===== src/rtl/fetch_sequencer.sv =====
// fetch_sequencer
//   Owns the program counter and the hardware return stack. Each cycle it
//   presents pc to the synchronous program memory. Redirects from the
//   execute stage (GOTO, CALL, RETURN family, computed goto via PCL) flush
//   the wrong-path fetch and load the new target.
//
// Ports
//   clk, rst_n        rising-edge clock, asynchronous active-low reset
//   stall             hold pc/instr_pc/stack, no fetch, redirects ignored
//   goto_req          jump to {pclath[4:3], branch_addr}
//   call_req          push pc, jump to {pclath[4:3], branch_addr}
//   ret_req           pop the return stack and jump to the popped address
//   pcl_wr            jump to {pclath[4:0], pcl_data}
//   branch_addr       11-bit literal from GOTO/CALL
//   pcl_data          value written to PCL
//   pclath            PCLATH<4:0>
//   mem_addr          program memory address (= pc)
//   mem_rd_en         program memory read enable
//   mem_flush         turns the fetch of this cycle into a NOP
//   instr_pc          address of the instruction now on the memory output
//   stack_ovf         sticky, set by a push while the stack is full
//   stack_unf         sticky, set by a pop while the stack is empty
module fetch_sequencer #(
   parameter int unsigned ADDR_WIDTH  = 13,
   parameter int unsigned STACK_DEPTH = 8
) (
   input  logic                  clk,
   input  logic                  rst_n,
   input  logic                  stall,
   input  logic                  goto_req,
   input  logic                  call_req,
   input  logic                  ret_req,
   input  logic                  pcl_wr,
   input  logic [10:0]           branch_addr,
   input  logic [7:0]            pcl_data,
   input  logic [4:0]            pclath,
   output logic [ADDR_WIDTH-1:0] mem_addr,
   output logic                  mem_rd_en,
   output logic                  mem_flush,
   output logic [ADDR_WIDTH-1:0] instr_pc,
   output logic                  stack_ovf,
   output logic                  stack_unf
);

   localparam int unsigned SP_W  = $clog2(STACK_DEPTH);
   localparam int unsigned CNT_W = $clog2(STACK_DEPTH + 1);
   localparam logic [CNT_W-1:0] CNT_FULL = CNT_W'(STACK_DEPTH);

   logic [ADDR_WIDTH-1:0] pc_q, pc_d;
   logic [ADDR_WIDTH-1:0] instr_pc_q, instr_pc_d;
   logic [SP_W-1:0]       sp_q, sp_d;
   logic [CNT_W-1:0]      count_q, count_d;
   logic                  ovf_q, ovf_d;
   logic                  unf_q, unf_d;
   logic [ADDR_WIDTH-1:0] stack_q [STACK_DEPTH];
   logic [ADDR_WIDTH-1:0] stack_d [STACK_DEPTH];

   logic                  active;
   logic                  redirect;
   logic [SP_W-1:0]       sp_dec;
   logic [ADDR_WIDTH-1:0] jump_target;
   logic [ADDR_WIDTH-1:0] pcl_target;

   assign active      = rst_n & ~stall;
   assign redirect    = ret_req | call_req | goto_req | pcl_wr;
   assign sp_dec      = sp_q - 1'b1;
   assign jump_target = ADDR_WIDTH'({pclath[4:3], branch_addr});
   assign pcl_target  = ADDR_WIDTH'({pclath, pcl_data});

   always_comb begin
      pc_d       = pc_q;
      instr_pc_d = instr_pc_q;
      sp_d       = sp_q;
      count_d    = count_q;
      ovf_d      = ovf_q;
      unf_d      = unf_q;
      stack_d    = stack_q;

      if (!stall) begin
         instr_pc_d = pc_q;
         pc_d       = pc_q + 1'b1;
         // Priority chain: the first matching request wins, the rest drop.
         if (ret_req) begin
            pc_d = stack_q[sp_dec];
            sp_d = sp_dec;
            if (count_q == '0) begin
               unf_d = 1'b1;
            end else begin
               count_d = count_q - 1'b1;
            end
         end else if (call_req) begin
            pc_d          = jump_target;
            stack_d[sp_q] = pc_q;
            sp_d          = sp_q + 1'b1;
            // When full, the push lands on the oldest entry (circular buffer).
            if (count_q == CNT_FULL) begin
               ovf_d = 1'b1;
            end else begin
               count_d = count_q + 1'b1;
            end
         end else if (goto_req) begin
            pc_d = jump_target;
         end else if (pcl_wr) begin
            pc_d = pcl_target;
         end
      end
   end

   always_ff @(posedge clk or negedge rst_n) begin
      if (!rst_n) begin
         pc_q       <= '0;
         instr_pc_q <= '0;
         sp_q       <= '0;
         count_q    <= '0;
         ovf_q      <= 1'b0;
         unf_q      <= 1'b0;
         for (int unsigned i = 0; i < STACK_DEPTH; i++) begin
            stack_q[i] <= '0;
         end
      end else begin
         pc_q       <= pc_d;
         instr_pc_q <= instr_pc_d;
         sp_q       <= sp_d;
         count_q    <= count_d;
         ovf_q      <= ovf_d;
         unf_q      <= unf_d;
         stack_q    <= stack_d;
      end
   end

   assign mem_addr  = pc_q;
   assign mem_rd_en = active;
   assign mem_flush = active & redirect;
   assign instr_pc  = instr_pc_q;
   assign stack_ovf = ovf_q;
   assign stack_unf = unf_q;

endmodule

===== config.mk =====
export PLATFORM = sky130hd
export DESIGN_NAME = fetch_sequencer
export DESIGN_NICKNAME = d
export VERILOG_FILES = /design/src/rtl/fetch_sequencer.sv
export SDC_FILE = /design/constraint.sdc
export NUM_CORES = 1
export LEC_CHECK = 0
export ABC_CLOCK_PERIOD_IN_PS = 6500
export CAP_MARGIN = 5
export CORE_MARGIN = 3
export CORE_UTILIZATION = 55
export CTS_CLUSTER_DIAMETER = 200
export CTS_CLUSTER_SIZE = 30
export DETAILED_ROUTE_END_ITERATION = 10
export PLACE_DENSITY_LB_ADDON = 0.15
export SLEW_MARGIN = 5
export SYNTH_ARGS = -nofsm -noshare
export SYNTH_HDL_FRONTEND = slang
export SYNTH_SLANG_ARGS = --single-unit

===== constraint.sdc =====
create_clock -name clk -period 6.5 [get_ports clk]
set_input_delay 1.3 -clock clk [delete_from_list [all_inputs] [get_ports clk]]
set_output_delay 1.3 -clock clk [all_outputs]
set_load 0.01 [all_outputs]

==> results of run 1 <==
layout make-up:
class	count	area, µm²
Fill cell	838	3745
Sequential cell	139	3480
Multi-Input combinational cell	349	3024
Timing Repair Buffer	65	634.4
Clock buffer	22	494.2
Tap cell	143	178.9
Clock inverter	10	113.9
Inverter	11	41.29
metal layers:
| layer | vias to the layer above | global-route usage, % | routed length, µm |
|---|---|---|---|
| met5 | - | 0 | 0 |
| met4 | 0 | 8.639 | 264 |
| met3 | 22 | 5.751 | 937 |
| met2 | 165 | 40.42 | 7556 |
| met1 | 2378 | 35.44 | 7502 |
| li1 | 2066 | - | - |
layout by cell type, fill, tap and decap left out, types with 5 or more instances in the layout:
cell and count:
and3_1 5, a21oi_1 14, mux4_2 23, mux2_1 11, inv_1 9, mux2_4 10
xnor2_1 11, a31oi_1 5, clkbuf_16 17, mux2_2 63, a22oi_1 8, nand2_1 49
nor2_1 22, buf_4 5, clkdlybuf4s50_1 58, nor2b_1 7, o21ai_0 43, dfrtp_1 138
nand3_1 9, ha_1 5, clkbuf_8 5
worst min-delay path by stage:
stage / slack (ns) / to / depth (start not counted)
floorplan: 0.44 / stack_q[68] / 2
global placement: 0.44 / stack_unf / 1
detailed placement: 0.45 / stack_unf / 1
CTS: 0.46 / stack_unf / 1
global route: 0.49 / stack_unf / 1
finish: 0.47 / stack_ovf / 2
metrics by stage:
stage | setup WS (ns) | cell area (µm²) | utilization [%] | instances | hold WS, ns
after global placement | 2.163 | 7358 | 62.83 | 707 | 0.4402
after global routing | 2.082 | 7966 | 68.02 | 739 | 0.4907
after floorplan | 3.078 | 6738 | - | 537 | 0.4416
after detailed placement | 2.149 | 7358 | 62.83 | 707 | 0.4461
after CTS | 2.132 | 7966 | 68.02 | 739 | 0.4628
final | 2.121 | 7966 | 68.02 | 739 | 0.4654
kinds of logic after synthesis:
family,synth area share (%)
compound gates,9.750
xor+xnor,1.690
fa+ha+maj,1.226
buf+inv,3.491
flops,51.62
mux,23.60
simple gates,8.617
registers in the layout (all words and copies together) (netlist names):
register,flops
stack_ovf,1
instr_pc,13
stack_q,104
stack_unf,1
count_q,4
sp_q,3
mem_addr,13
report_power, final:
group | switching [mW] | internal, mW
Combinational | 0.527 | 0.706
Clock | 0.360 | 0.614
Sequential | 0.361 | 1.22
Total | 1.25 | 2.54
tightest hold or removal path, stage by stage, from the launching register on:
cell and delay (ns):
dfrtp_1 0.34, inv_1 0.04, o31ai_1 0.05
==> impl_metrics.ini, run 1 <==
[synthesis]
synth_cells = 537
syn_area_mm2 = 0.006738
yosys-top-cells-area = dfrtp_1, mux2_2, mux4_2
synth_most_common_cell = dfrtp_1
async_reset_ff_share_pct = 100.0
synth_top_cell_by_area = dfrtp_1
synth_ff_type = dfrtp_1
synth_edf_count = 0
ys_types = 63
synth_common_cells = dfrtp_1, mux2_2, nand2_1
ys_seq_area_share_pct = 51.62
syn-num-nets = 574
ys_warn_count = 0
synth.avg_cell_area_um2 = 12.55
ys_ff_latch = 139
synth_top_area_share_pct = 51.62

[worst_setup_path]
worst_path_max_delay_cell = clkdlybuf4s50_1
reg2reg_depth = 7
path_cells = clkdlybuf4s50_1, or2_2, o31a_1, clkdlybuf4s50_1
critPathKind = in2out
end_kind = output port
rrSetupSlack_ns = 3.32
r2r_start = sp_q[0]
crit_start = call_req
start_kind = input port
crit_family = buffers and inverters
path_depth = 4
cp-endpoint = mem_flush
r2r-end = mem_addr[2]
crit_path_frequent_cell = clkdlybuf4s50_1
path_buf_inv = 2
arrival_ns = 3.08
required_ns = 5.20
crit_path_max_incr_delay_ns = 0.62
crit_fanout = 11

[route]
finalWirelength_mm = 16.26
num_vias = 4631
ant_nets = 0
drtIter0Drc = 442
drc = 0
drt-vias-per-instance = 6.267
wl_per_cell_um = 22.00
first_pass_iters = 5

[power_and_ir_drop]
total_leakage_power_nw = 3.517
vdd_drop_max_v = 0.0002293
p_total_mw = 3.784
power_per_cell_area_mw_per_mm2 = 475.0

[clocking]
htree_levels = 4
insertion_delay_ns = 0.42
clockBufferDepth = 2
path_clk_slew_ns = 0.06
cts_hold_buf = 0
cts-buffers-inserted = 17
post-cts-setup-buffers = 0
cts.sinks = 139
post_cts_resized = 0
cts_root_buf = clkbuf_16
cts_tree = done

[sta]
min_period_over_period_pct = 67.36
hold_violations = 0
fin_crit_ns = 4.379
maxSlewViolCount = 0
finalSetupTns_ns = 0
slew-limit-headroom_pct = 28.58
rsz0062_at_grt = no
timing.fmax_mhz = 228.4
setup_viol = 0
fin_skew_ns = 0.008124
tightest_slew_ns = 1.071

[global_route]
grt_usage_pct = 25.60
grt_pass1_vias = 4799
grt_pass1_wl_mm = 25.97
grt_max_degree = 85
grt_antenna_before_repair = 0
overflow = 0

[outcome]
status = finished clean

[place]
hpwl_mm = 9.992
port_buffers = 60
place_congestion = 0.8801

[die]
core_mm2 = 0.01171
io_pins = 61
initial_core_util_pct = 57.53
dieArea_mm2 = 0.01361
dieHeight_um = 116.7
num_rows = 39
die-width_um = 116.7

[flow_run]
maxCapViolCount = 0

[layout]
nNetsFinal = 620
antenna_cells = 0
drive_above_1_share_pct = 25.34
area_delta_synth_final_pct = 18.24

[hold_path]
hold_start = stack_ovf
hold_class = reg2reg
(Power assumes the default switching activity.)
==> run 2, diff against run 1 <==
- ABC_CLOCK_PERIOD_IN_PS: 6500 -> 4000
- CORE_UTILIZATION: 55 -> 52
- clock period: 6.5 -> 4 ns (I/O delays scaled with it)
==> run 2 against run 1 <==
Core utilization is 2.6 points lower. Critical path depth did not move. Non-clock buffer count is 9 higher. Total power grew 64%. Global-route usage fell by 1.7 points. Sequential share of layout area down 0.45 points. First-iteration DRC count increased by 1.8%. Final cell count up 4.5%.
==> impl_metrics.ini, run 2 (synthesis results as in run 1) <==
[outcome]
status = finished clean

[worst_setup_path]
start_kind = input port
rrSetupSlack_ns = 1.43
crit_fanout = 7
arrival_ns = 2.48
reg2reg_depth = 7
required_ns = 3.20
r2r-end = mem_addr[7]
critPathKind = in2out
r2r_start = sp_q[1]
end_kind = output port

[layout]
final_cell_mix = dfrtp_1, mux2_2, clkdlybuf4s50_1
nNetsFinal = 629
instances_no_fill = 772
ff_latch_area_mm2 = 0.003480
largest-register = stack_q
multi_input_area_mm2 = 0.003024
fillCellCount = 925
final_common_cell = dfrtp_1
largest_register_ffs = 104
stdcell_area_mm2 = 0.008049
antenna_cells = 0
area_delta_synth_final_pct = 19.46
drive_above_1_share_pct = 25.83
final_util_pct = 65.38

[route]
ant_nets = 0
drc = 0
finalWirelength_mm = 16.36
num_vias = 4631
drtIter0Drc = 450
wl_per_cell_um = 21.20
drt-vias-per-instance = 5.999
first_pass_iters = 5

[clocking]
cts_tree = done
post-cts-setup-buffers = 0
clockBufferDepth = 2
path_clk_slew_ns = 0.06
htree_levels = 4
cts-buffers-inserted = 17
cts.sinks = 139
insertion_delay_ns = 0.42
post_cts_resized = 0
cts_root_buf = clkbuf_16
cts_hold_buf = 0

[hold_path]
hold_end = stack_unf
min_path_cells = 1
hold_start = stack_unf
hold_class = reg2reg

[power_and_ir_drop]
total_leakage_power_nw = 3.555
power_per_cell_area_mw_per_mm2 = 770.2
vdd_drop_max_v = 0.0003868
p_total_mw = 6.199

[sta]
fin_crit_ns = 3.277
min_period_over_period_pct = 81.92
slew-limit-headroom_pct = 30.59
maxSlewViolCount = 0
timing.fmax_mhz = 305.2
fin_hold_ws_ns = 0.4552
fin_skew_ns = 0.006441
hold_violations = 0
tightest_slew_ns = 1.041
finalSetupTns_ns = 0
setup_viol = 0
fin_ws_ns = 0.7232
rsz0062_at_grt = no

[place]
hpwl_mm = 10.41
dpl_cell_area_mm2 = 0.007457
port_buffers = 60
place_ws_ns = 0.7511
place_congestion = 0.8495
place_inst = 741

[global_route]
grt_max_degree = 85
grt_pass1_vias = 4697
overflow = 0
grt_usage_pct = 23.95
grt_antenna_before_repair = 0
grt_pass1_wl_mm = 26.23

[die]
core_mm2 = 0.01231
initial_core_util_pct = 54.73
dieArea_mm2 = 0.01436
io_pins = 61
dieHeight_um = 119.8
num_rows = 40
die-width_um = 119.8

[flow_run]
maxCapViolCount = 0
-- run 2: power by group --
part / internal (mW) / leakage (nW) / switching [mW]
combinational: 1.18 / 1.49 / 0.947
sequential: 1.98 / 1.78 / 0.500
clock: 0.995 / 0.284 / 0.596
-- run 2: critical path, cell delays in order --
cell,delay [ns]
clkdlybuf4s50_1,0.52
or2_2,0.41
o31a_1,0.26
clkdlybuf4s50_1,0.49
-- run 2: worst max path at each step --
| stage | startpoint | depth (start not counted) | to |
|---|---|---|---|
| 2_1_floorplan | call_req | 4 | mem_flush |
| 3_3_place_gp | goto_req | 4 | mem_flush |
| 3_5_place_dp | goto_req | 4 | mem_flush |
| 4_1_cts | goto_req | 4 | mem_flush |
| 5_1_grt | goto_req | 4 | mem_flush |
| 6_report | goto_req | 4 | mem_flush |
-- run 2: cell type report --
cell class              count  area share (%)
flip-flops and latches    139           43.23
multi-input cells         349           37.57
repair buffers             74           8.721
clock buffers              21           5.596
well taps                 168           2.612
clock inverters            10           1.757
inverters                  11          0.5130
-- run 2: layer usage --
| layer | vias up | track usage, % | share of wire [%] |
|---|---|---|---|
| met3 | 29 | 6.503 | 6.9 |
| li1 | 2076 | - | - |
| met4 | 0 | 8.590 | 2.1 |
| met2 | 150 | 36.41 | 45 |
| met5 | - | 0 | 0 |
| met1 | 2376 | 33.40 | 46 |
==> run 3, diff against run 2 <==
- ABC_CLOCK_PERIOD_IN_PS: 4000 -> 2780
- clock period: 4 -> 2.78 ns (I/O delays scaled with it)
==> run 3 against run 2 <==
Clock power up 43%. Critical path type unchanged. Hold slack worse by 0.23 ns. Non-clock buffer count up 14.
==> impl_metrics.ini, run 3 (synthesis results as in run 1) <==
[sta]
fin_skew_ns = 0.006745
tightest_slew_ns = 0.9139
finalSetupTns_ns = 0
fin_crit_ns = 2.606
hold_violations = 0
maxSlewViolCount = 0
setup_viol = 0
slew-limit-headroom_pct = 38.85
fin_hold_ws_ns = 0.2214
fin_ws_ns = 0.1740
timing.fmax_mhz = 383.7
min_period_over_period_pct = 93.74
rsz0062_at_grt = no

[worst_setup_path]
r2r_start = sp_q[1]
critPathKind = in2out
crit_fanout = 6
path_depth = 4
crit_start = goto_req
path_cells = clkdlybuf4s50_1, or2_2, o31a_1, clkdlybuf4s50_1
start_kind = input port
crit_family = buffers and inverters
arrival_ns = 2.05
r2r-end = mem_addr[2]
reg2reg_depth = 6
crit_path_max_incr_delay_ns = 0.47
rrSetupSlack_ns = 0.37
end_kind = output port
crit_path_frequent_cell = clkdlybuf4s50_1
cp-endpoint = mem_flush
worst_path_max_delay_cell = clkdlybuf4s50_1
path_buf_inv = 2
required_ns = 2.22

[clocking]
cts_root_buf = clkbuf_16
htree_levels = 4
clockBufferDepth = 2
post_cts_resized = 0
cts.sinks = 139
insertion_delay_ns = 0.42
path_clk_slew_ns = 0.06
cts_tree = done
post-cts-setup-buffers = 0
cts_hold_buf = 0
cts-buffers-inserted = 17

[route]
route.met2.wl_mm = 7.810
drtIter0Drc = 363
wl_per_cell_um = 20.62
finalWirelength_mm = 16.23
wl_met1_mm = 6.951
dr_wl_met3_mm = 1.313
ant_nets = 0
first_pass_iters = 4
drc = 0
num_vias = 4663
highest_layer = met4
drt-vias-per-instance = 5.925

[power_and_ir_drop]
vdd_drop_max_v = 0.0004489
power_per_cell_area_mw_per_mm2 = 1097
total_leakage_power_nw = 3.637

[place]
place_congestion = 0.7700
hpwl_mm = 10.66
place_ws_ns = 0.1825
port_buffers = 60

[flow_run]
maxCapViolCount = 0

[die]
initial_core_util_pct = 54.73
io_pins = 61
dieArea_mm2 = 0.01436
num_rows = 40
core_mm2 = 0.01231
die-width_um = 119.8
dieHeight_um = 119.8

[global_route]
overflow = 0
grt_usage_pct = 24.29
grt_pass1_wl_mm = 26.69
grt_antenna_before_repair = 0
grt_pass1_vias = 4873
grt_max_degree = 140

[hold_path]
hold_class = in2async

[layout]
final_common_cell = dfrtp_1
area_delta_synth_final_pct = 21.69
antenna_cells = 0
nNetsFinal = 643
drive_above_1_share_pct = 27.63
largest-register = stack_q
final_cell_mix = dfrtp_1, mux2_2, clkdlybuf4s50_1
largest_register_ffs = 104

[outcome]
status = finished clean
[run 3: changes by cell type in the layout (fill, tap and decap cells not counted), sizes merged]
cell | before | now
bufinv | 3 | 2
clkinvlp | 2 | 1
buf | 16 | 30
clkbuf | 21 | 24
[run 3: routing by layer]
| metal | vias up | global-route usage [%] |
|---|---|---|
| met5 | - | 0 |
| met4 | 0 | 6.228 |
| met2 | 141 | 37.92 |
| met1 | 2403 | 33.04 |
| li1 | 2106 | - |
| met3 | 13 | 8.153 |
[run 3: final cells by class]
class	count	area [µm²]
fillers	930	4113
flip-flops and latches	139	3480
multi-input cells	349	3024
repair buffers	88	844.6
clock buffers	24	491.7
well taps	168	210.2
clock inverters	8	107.6
inverters	11	41.29
[run 3: worst min path at each step]
stage	from	end	slack, ns	cells past startpoint
2_1_floorplan	rst_n	count_q[0]	0.26	0
4_1_cts	rst_n	count_q[3]	0.28	2
3_5_place_dp	stack_ovf	stack_ovf	0.46	2
3_3_place_gp	stack_unf	stack_unf	0.45	1
5_1_grt	rst_n	count_q[3]	0.29	2
6_report	rst_n	count_q[3]	0.22	2
[run 3: through the flow]
step	cells	power [mW]	area [µm²]	utilization, %
finish	787	8.994	8199	66.60
global route	787	9.522	8199	66.60
CTS	787	9.035	8199	66.60
detailed placement	755	6.735	7600	61.73
global placement	755	6.585	7600	61.73
floorplan	537	5.523	6738	-
[run 3: power breakdown]
group	switching [mW]	leakage [nW]	internal (mW)
registers	0.644	1.78	2.85
logic	1.46	1.56	1.77
clock network	0.848	0.291	1.42
